File: src/rtl/imem_arbiter.sv
// -----------------------------------------------------------------------------
// imem_arbiter
//   Shares one single-port instruction memory between the IF fetch path and
//   the program loader / debug port. Round-robin arbitration, with an optional
//   bounded locked burst for the loader (bulk writes). Grants are
//   combinational. Read data comes back exactly one cycle after the grant.
//
// Parameters
//   ADDR_W     byte-address width of both requesters
//   DATA_W     instruction / data word width
//   BURST_MAX  max consecutive loader grants while l_lock=1 (1..255)
//
// Ports
//   clk, rst              rising-edge clock, asynchronous active-high reset
//   f_req/f_addr          fetch request and byte address (PC)
//   f_gnt                 fetch granted this cycle
//   f_rvalid/f_rdata      fetched instruction, one cycle after f_gnt
//   stall_if              IF must hold its PC (request pending, not granted)
//   l_req/l_we/l_lock     loader request, write enable, locked-burst request
//   l_addr/l_wdata        loader byte address and write data
//   l_gnt                 loader granted this cycle
//   l_rvalid/l_rdata      loader read data, one cycle after a read grant
//   mem_en/mem_we         memory access / write strobes
//   mem_addr/mem_wdata    word address and write data of the granted access
//   mem_rdata             memory read data, valid the cycle after mem_en
//   misalign              one-cycle pulse after a grant with addr[1:0] != 0
// -----------------------------------------------------------------------------
module imem_arbiter #(
  parameter int ADDR_W    = 32,
  parameter int DATA_W    = 32,
  parameter int BURST_MAX = 8
) (
  input  logic              clk,
  input  logic              rst,
  input  logic              f_req,
  input  logic [ADDR_W-1:0] f_addr,
  output logic              f_gnt,
  output logic              f_rvalid,
  output logic [DATA_W-1:0] f_rdata,
  output logic              stall_if,
  input  logic              l_req,
  input  logic              l_we,
  input  logic              l_lock,
  input  logic [ADDR_W-1:0] l_addr,
  input  logic [DATA_W-1:0] l_wdata,
  output logic              l_gnt,
  output logic              l_rvalid,
  output logic [DATA_W-1:0] l_rdata,
  output logic              mem_en,
  output logic              mem_we,
  output logic [ADDR_W-3:0] mem_addr,
  output logic [DATA_W-1:0] mem_wdata,
  input  logic [DATA_W-1:0] mem_rdata,
  output logic              misalign
);

  typedef enum logic {ST_ARB, ST_LOCK} state_t;

  localparam logic       OWNER_FETCH  = 1'b0;
  localparam logic       OWNER_LOADER = 1'b1;
  localparam logic [7:0] BURST_LIMIT  = 8'(BURST_MAX);
  // With a limit of one grant, the entry grant already exhausts the burst,
  // so LOCK is never entered.
  localparam bit         LOCK_ALLOWED = (BURST_MAX > 1);

  state_t            state_q, state_d;
  logic              last_q, last_d;
  logic [7:0]        burst_cnt_q, burst_cnt_d;
  logic              misalign_q, misalign_d;

  logic              gnt_f, gnt_l;
  logic [ADDR_W-1:0] gnt_addr;
  logic [1:0]        ret_en;
  logic [1:0]        rvalid_w;
  logic [DATA_W-1:0] rdata_w [2];

  // ---------------------------------------------------------------------------
  // Grant decision. Grants are suppressed while rst is high so that an access
  // in the reset cycle never reaches the memory.
  // ---------------------------------------------------------------------------
  always_comb begin
    gnt_f = 1'b0;
    gnt_l = 1'b0;
    if (!rst) begin
      if (state_q == ST_LOCK) begin
        gnt_l = l_req;
      end else if (f_req && l_req) begin
        if (last_q == OWNER_LOADER) gnt_f = 1'b1;
        else                        gnt_l = 1'b1;
      end else begin
        gnt_f = f_req;
        gnt_l = l_req;
      end
    end
  end

  // ---------------------------------------------------------------------------
  // Next-state: round-robin pointer, lock FSM and burst counter.
  // Leaving LOCK always points "last" at the loader, so a waiting fetch wins
  // the next tie; that is also what stops the loader re-locking ahead of a
  // pending fetch.
  // ---------------------------------------------------------------------------
  always_comb begin
    state_d     = state_q;
    last_d      = last_q;
    burst_cnt_d = burst_cnt_q;
    if (gnt_f) last_d = OWNER_FETCH;
    if (gnt_l) last_d = OWNER_LOADER;
    case (state_q)
      ST_ARB: begin
        if (gnt_l && l_lock && LOCK_ALLOWED) begin
          state_d     = ST_LOCK;
          burst_cnt_d = 8'd1;
        end
      end
      ST_LOCK: begin
        burst_cnt_d = burst_cnt_q + {7'd0, gnt_l};
        // All exit causes collapse into one transition, so a lock drop on the
        // same cycle the limit is reached cannot count twice.
        if (!l_lock || !l_req || (burst_cnt_d == BURST_LIMIT)) begin
          state_d     = ST_ARB;
          burst_cnt_d = 8'd0;
          last_d      = OWNER_LOADER;
        end
      end
      default: state_d = ST_ARB;
    endcase
  end

  // ---------------------------------------------------------------------------
  // Memory-side mux; everything reads as zero when no one is granted.
  // ---------------------------------------------------------------------------
  always_comb begin
    gnt_addr = '0;
    if (gnt_f)      gnt_addr = f_addr;
    else if (gnt_l) gnt_addr = l_addr;
  end

  assign mem_en     = gnt_f | gnt_l;
  assign mem_we     = gnt_l & l_we;
  assign mem_addr   = gnt_addr[ADDR_W-1:2];
  assign mem_wdata  = gnt_l ? l_wdata : '0;
  assign misalign_d = (gnt_f | gnt_l) && (gnt_addr[1:0] != 2'b00);

  assign f_gnt    = gnt_f;
  assign l_gnt    = gnt_l;
  // Held low during reset so every output is quiet while rst is asserted.
  assign stall_if = f_req & ~gnt_f & ~rst;

  always_ff @(posedge clk or posedge rst) begin
    if (rst) begin
      state_q     <= ST_ARB;
      last_q      <= OWNER_LOADER;
      burst_cnt_q <= 8'd0;
      misalign_q  <= 1'b0;
    end else begin
      state_q     <= state_d;
      last_q      <= last_d;
      burst_cnt_q <= burst_cnt_d;
      misalign_q  <= misalign_d;
    end
  end

  assign misalign = misalign_q;

  // ---------------------------------------------------------------------------
  // Read return, one lane per requester (0 = fetch, 1 = loader). While the
  // lane's rvalid is high the memory output passes straight through and is
  // captured; otherwise the lane keeps showing its last word.
  // ---------------------------------------------------------------------------
  assign ret_en = {gnt_l & ~l_we, gnt_f};

  genvar gi;
  generate
    for (gi = 0; gi < 2; gi++) begin : g_ret
      logic              rvalid_q;
      logic [DATA_W-1:0] rdata_q, rdata_d;

      always_comb rdata_d = rvalid_q ? mem_rdata : rdata_q;

      always_ff @(posedge clk or posedge rst) begin
        if (rst) begin
          rvalid_q <= 1'b0;
          rdata_q  <= '0;
        end else begin
          rvalid_q <= ret_en[gi];
          rdata_q  <= rdata_d;
        end
      end

      assign rvalid_w[gi] = rvalid_q;
      assign rdata_w[gi]  = rdata_d;
    end
  endgenerate

  assign f_rvalid = rvalid_w[0];
  assign f_rdata  = rdata_w[0];
  assign l_rvalid = rvalid_w[1];
  assign l_rdata  = rdata_w[1];

endmodule
File: config.mk
export PLATFORM = sky130hd
export DESIGN_NAME = imem_arbiter
export DESIGN_NICKNAME = d
export VERILOG_FILES = /design/src/rtl/imem_arbiter.sv
export SDC_FILE = /design/constraint.sdc
export NUM_CORES = 1
export LEC_CHECK = 0
export CELL_PAD_IN_SITES_DETAIL_PLACEMENT = 0
export CELL_PAD_IN_SITES_GLOBAL_PLACEMENT = 2
export CORE_MARGIN = 2
export CORE_UTILIZATION = 19
export CTS_CLUSTER_SIZE = 10
export DETAILED_ROUTE_END_ITERATION = 8
export MAX_ROUTING_LAYER = met4
export PLACE_DENSITY_LB_ADDON = 0.1
export SLEW_MARGIN = 40
export SYNTH_ARGS = -nofsm -noshare
export SYNTH_HDL_FRONTEND = slang
export SYNTH_SLANG_ARGS = --single-unit
File: constraint.sdc
create_clock -name clk -period 4.8 [get_ports clk]
set_clock_uncertainty 0.2 [all_clocks]
set_input_delay 0.72 -clock clk [delete_from_list [all_inputs] [get_ports clk]]
set_output_delay 0.72 -clock clk [all_outputs]
set_load 0.05 [all_outputs]
==> results.py <==
metrics = {
    "grt": {
        "antenna_found_initial": 0,
        "track_usage_pct": 14.40,
        "grt_overflow": 0,
        "grt_pass1_wl_um": 20740,
        "grt_max_degree": 68,
        "grt_pass1_vias": 3537,
    },
    "pwr": {
        "vdd_ir_drop_max_v": 0.0001702,
        "power_mw": 4.383,
        "leakagePower_nw": 3.042,
        "pwr_density_cell_mw_per_mm2": 582.0,
    },
    "place": {
        "placed_area_sq_mm": 0.007193,
        "finalWeightedCongestion": 0.7677,
        "port_buffers": 267,
        "pre_cts_slack_ps": 1103,
        "dp_hpwl_um": 11270,
    },
    "logic_synthesis": {
        "synth_compound_area_share_pct": 11.71,
        "synth_top_family_by_area": "multiplexers",
        "synth.area.mux_share_pct": 20.01,
        "syn_area_sq_mm": 0.003601,
        "seq_area_frac_synth_pct": 53.54,
        "avgSynthCellArea_sq_um": 12.46,
        "yosysTopAreaCell": "dfrtp_1",
        "synth.distinct_cells": 37,
        "synth_warnings": 0,
        "synth_top_area_share_pct": 52.81,
        "synth_fa_ha_area_share_pct": 0.6949,
        "synth-simple-area-share_pct": 10.95,
        "synth_area_leaders": "dfrtp_1, mux2_2, a22o_1",
        "synthesis.instances": 289,
        "syn-num-nets": 425,
        "synth_xor_area_share_pct": 0.7297,
        "ys_seq_elements": 77,
    },
    "clock_tree": {
        "cts_tree": "done",
        "post_cts_buffers": 0,
        "cts_sinks": 77,
        "path_clk_slew_ps": 60,
        "cts-hold-fix-buffers": 0,
        "htreeDepth": 3,
        "clk_latency_ps": 340,
        "cts_resized": 0,
        "cts_buffers": 9,
        "clk_path_buf_depth": 2,
        "cts-root-buf": "clkbuf_16",
    },
    "routing": {
        "drc_errors": 0,
        "detail_route.wl_per_cell_um": 17.75,
        "drt-pass1-iter-count": 4,
        "routed_wl_um": 14060,
        "via_count": 3326,
        "vias_per_cell": 4.199,
        "detail-route-antenna-nets": 0,
        "dr.first_iter.drc_count": 88,
    },
    "final_layout": {
        "antenna_cells": 0,
        "layout_common_cells": "clkdlybuf4s50_1, dfrtp_1, buf_12, mux2_2, and2_1",
        "nets": 689,
        "final_common_cell": "clkdlybuf4s50_1",
        "final_area_sq_mm": 0.007531,
        "drive_above_1_share_pct": 26.88,
        "area_growth_syn_to_layout_pct": 109.1,
        "fill_cells": 1761,
    },
    "worst_setup_path": {
        "r2r-start": "state_q",
        "path_common_cell": "clkdlybuf4s50_1",
        "crit_buf_inv": 2,
        "path_class": "input pin to primary output",
        "critPathTopFamily": "buffers and inverters",
        "crit_chain": "clkdlybuf4s50_1 > nor2b_1 > nor3_2 > clkdlybuf4s50_1",
        "cpPeakStageDelay_ps": 890,
        "startpoint": "l_req",
        "cp.required_ps": 3880,
        "critPathLaunchType": "input pin",
        "cp.arrival_ps": 2680,
        "crit_path_end_kind": "primary output",
        "crit_fanout": 8,
        "crit_slowest_cell": "clkdlybuf4s50_1",
    },
    "sta": {
        "fin_crit_ps": 3597,
        "tns_ps": 0,
        "hold_viol_final": 0,
        "slew_headroom_pct": 55.10,
        "rsz0062_at_grt": "no",
        "setup_ws_ps": 1203,
        "setup_viol": 0,
        "drv_slew": 0,
        "worst_slew_pin_slew_ps": 673.5,
        "period_share_pct": 74.95,
        "clock.fmax_mhz": 278.0,
        "whs_ps": 284.2,
    },
    "worst_hold_path": {
        "worstHoldStart": "g_ret[1].rdata_q[8]",
        "min_path_type": "flip-flop to flip-flop",
    },
    "die": {
        "dieArea_sq_mm": 0.02007,
        "pin_count": 268,
        "die_height_um": 141.7,
        "fp-row-count": 50,
        "die_width_um": 141.7,
        "initial_core_util_pct": 19.32,
        "core_sq_mm": 0.01864,
    },
    "job": {
        "maxCapViolations": 0,
    },
    "run_status": {
        "status": "finished, final reports clean",
    },
}
-- through the flow --
stage / instances / utilization, %
3_5_place_dp: 776 / 38.58
2_1_floorplan: 289 / -
4_1_cts: 792 / 40.36
6_report: 792 / 40.40
5_1_grt: 792 / 40.40
3_3_place_gp: 776 / 38.57
-- kinds of logic (layout without fill, tap and decap cells) --
logic type	after synthesis	count (layout)
AND/OR/NAND/NOR	68	68
flip-flops	77	77
XOR/XNOR	3	3
AO/OA/AOI/OAI	53	53
multiplexers	64	64
adder cells (fa/ha/maj)	2	2
buffers and inverters	22	291
-- synthesized netlist by cell type (all sizes together) --
cell    instances
a211oi          2
nand2b          3
inv             3
o41ai           1
nor2            5
nor4            1
nand3           5
nand2           9
o22ai           1
ha              2
a221oi          1
clkbuf         11
or2             1
nor2b           3
o21ai           9
a21oi           3
dfstp           1
and2           33
nor3            3
dfrtp          76
a31oi           2
nand3b          1
xor2            3
and3            2
or4             1
mux2           64
o211ai          1
a22o           31
a211o           1
buf             8
o211a           1
and4            1
-- worst register-to-register path, cell delays in order (launching register included) --
cell and delay (ps):
dfrtp_1 490, nand2b_1 220, o211a_2 260, ha_1 230, ha_1 240, and3_4 210, or4_4 430, a211oi_4 330
nor4_1 90, a211o_1 280
-- power by group --
part	internal [mW]	switching, mW	total (mW)
Clock	0.473	0.283	0.756
Sequential	0.909	0.0934	1.00
Combinational	1.01	1.61	2.62
Total	2.39	1.99	4.38
-- area by class of cell --
class	count	area, sq um	share of cell area, %
Multi-Input combinational cell	190	1599	21.23
Clock buffer	10	239.0	3.173
Clock inverter	6	92.59	1.229
Timing Repair Buffer	272	3361	44.63
Tap cell	234	292.8	3.888
Inverter	3	15.01	0.1994
Sequential cell	77	1932	25.65
-- flip-flops by register name, summed over array words and instances (netlist names) --
name and count:
state_q 1, misalign 1, l_rvalid 1, f_rvalid 1, g_ret.rdata_q 64, last_q 1, burst_cnt_q 8
-- worst paths after layout --
path	end	slack, ps	cells after the start
worst max-delay path	f_gnt	1200	4
worst max register to register	burst_cnt_q[3]	1720	9
worst min register to register	g_ret[1].rdata_q[8]	280	1
worst min-delay path	g_ret[1].rdata_q[8]	280	1
max in group asynchronous	g_ret[0].rdata_q[17]	3180	3
min in group asynchronous	misalign	710	3
-- metal layers --
layer  wire length (um)  global-route usage [%]
met2               7317                   24.81
met1               5275                   15.35
met4                162                   4.579
met3               1301                   5.434
met5                  0                       -
No activity file was read; power rests on OpenSTA's default activity.
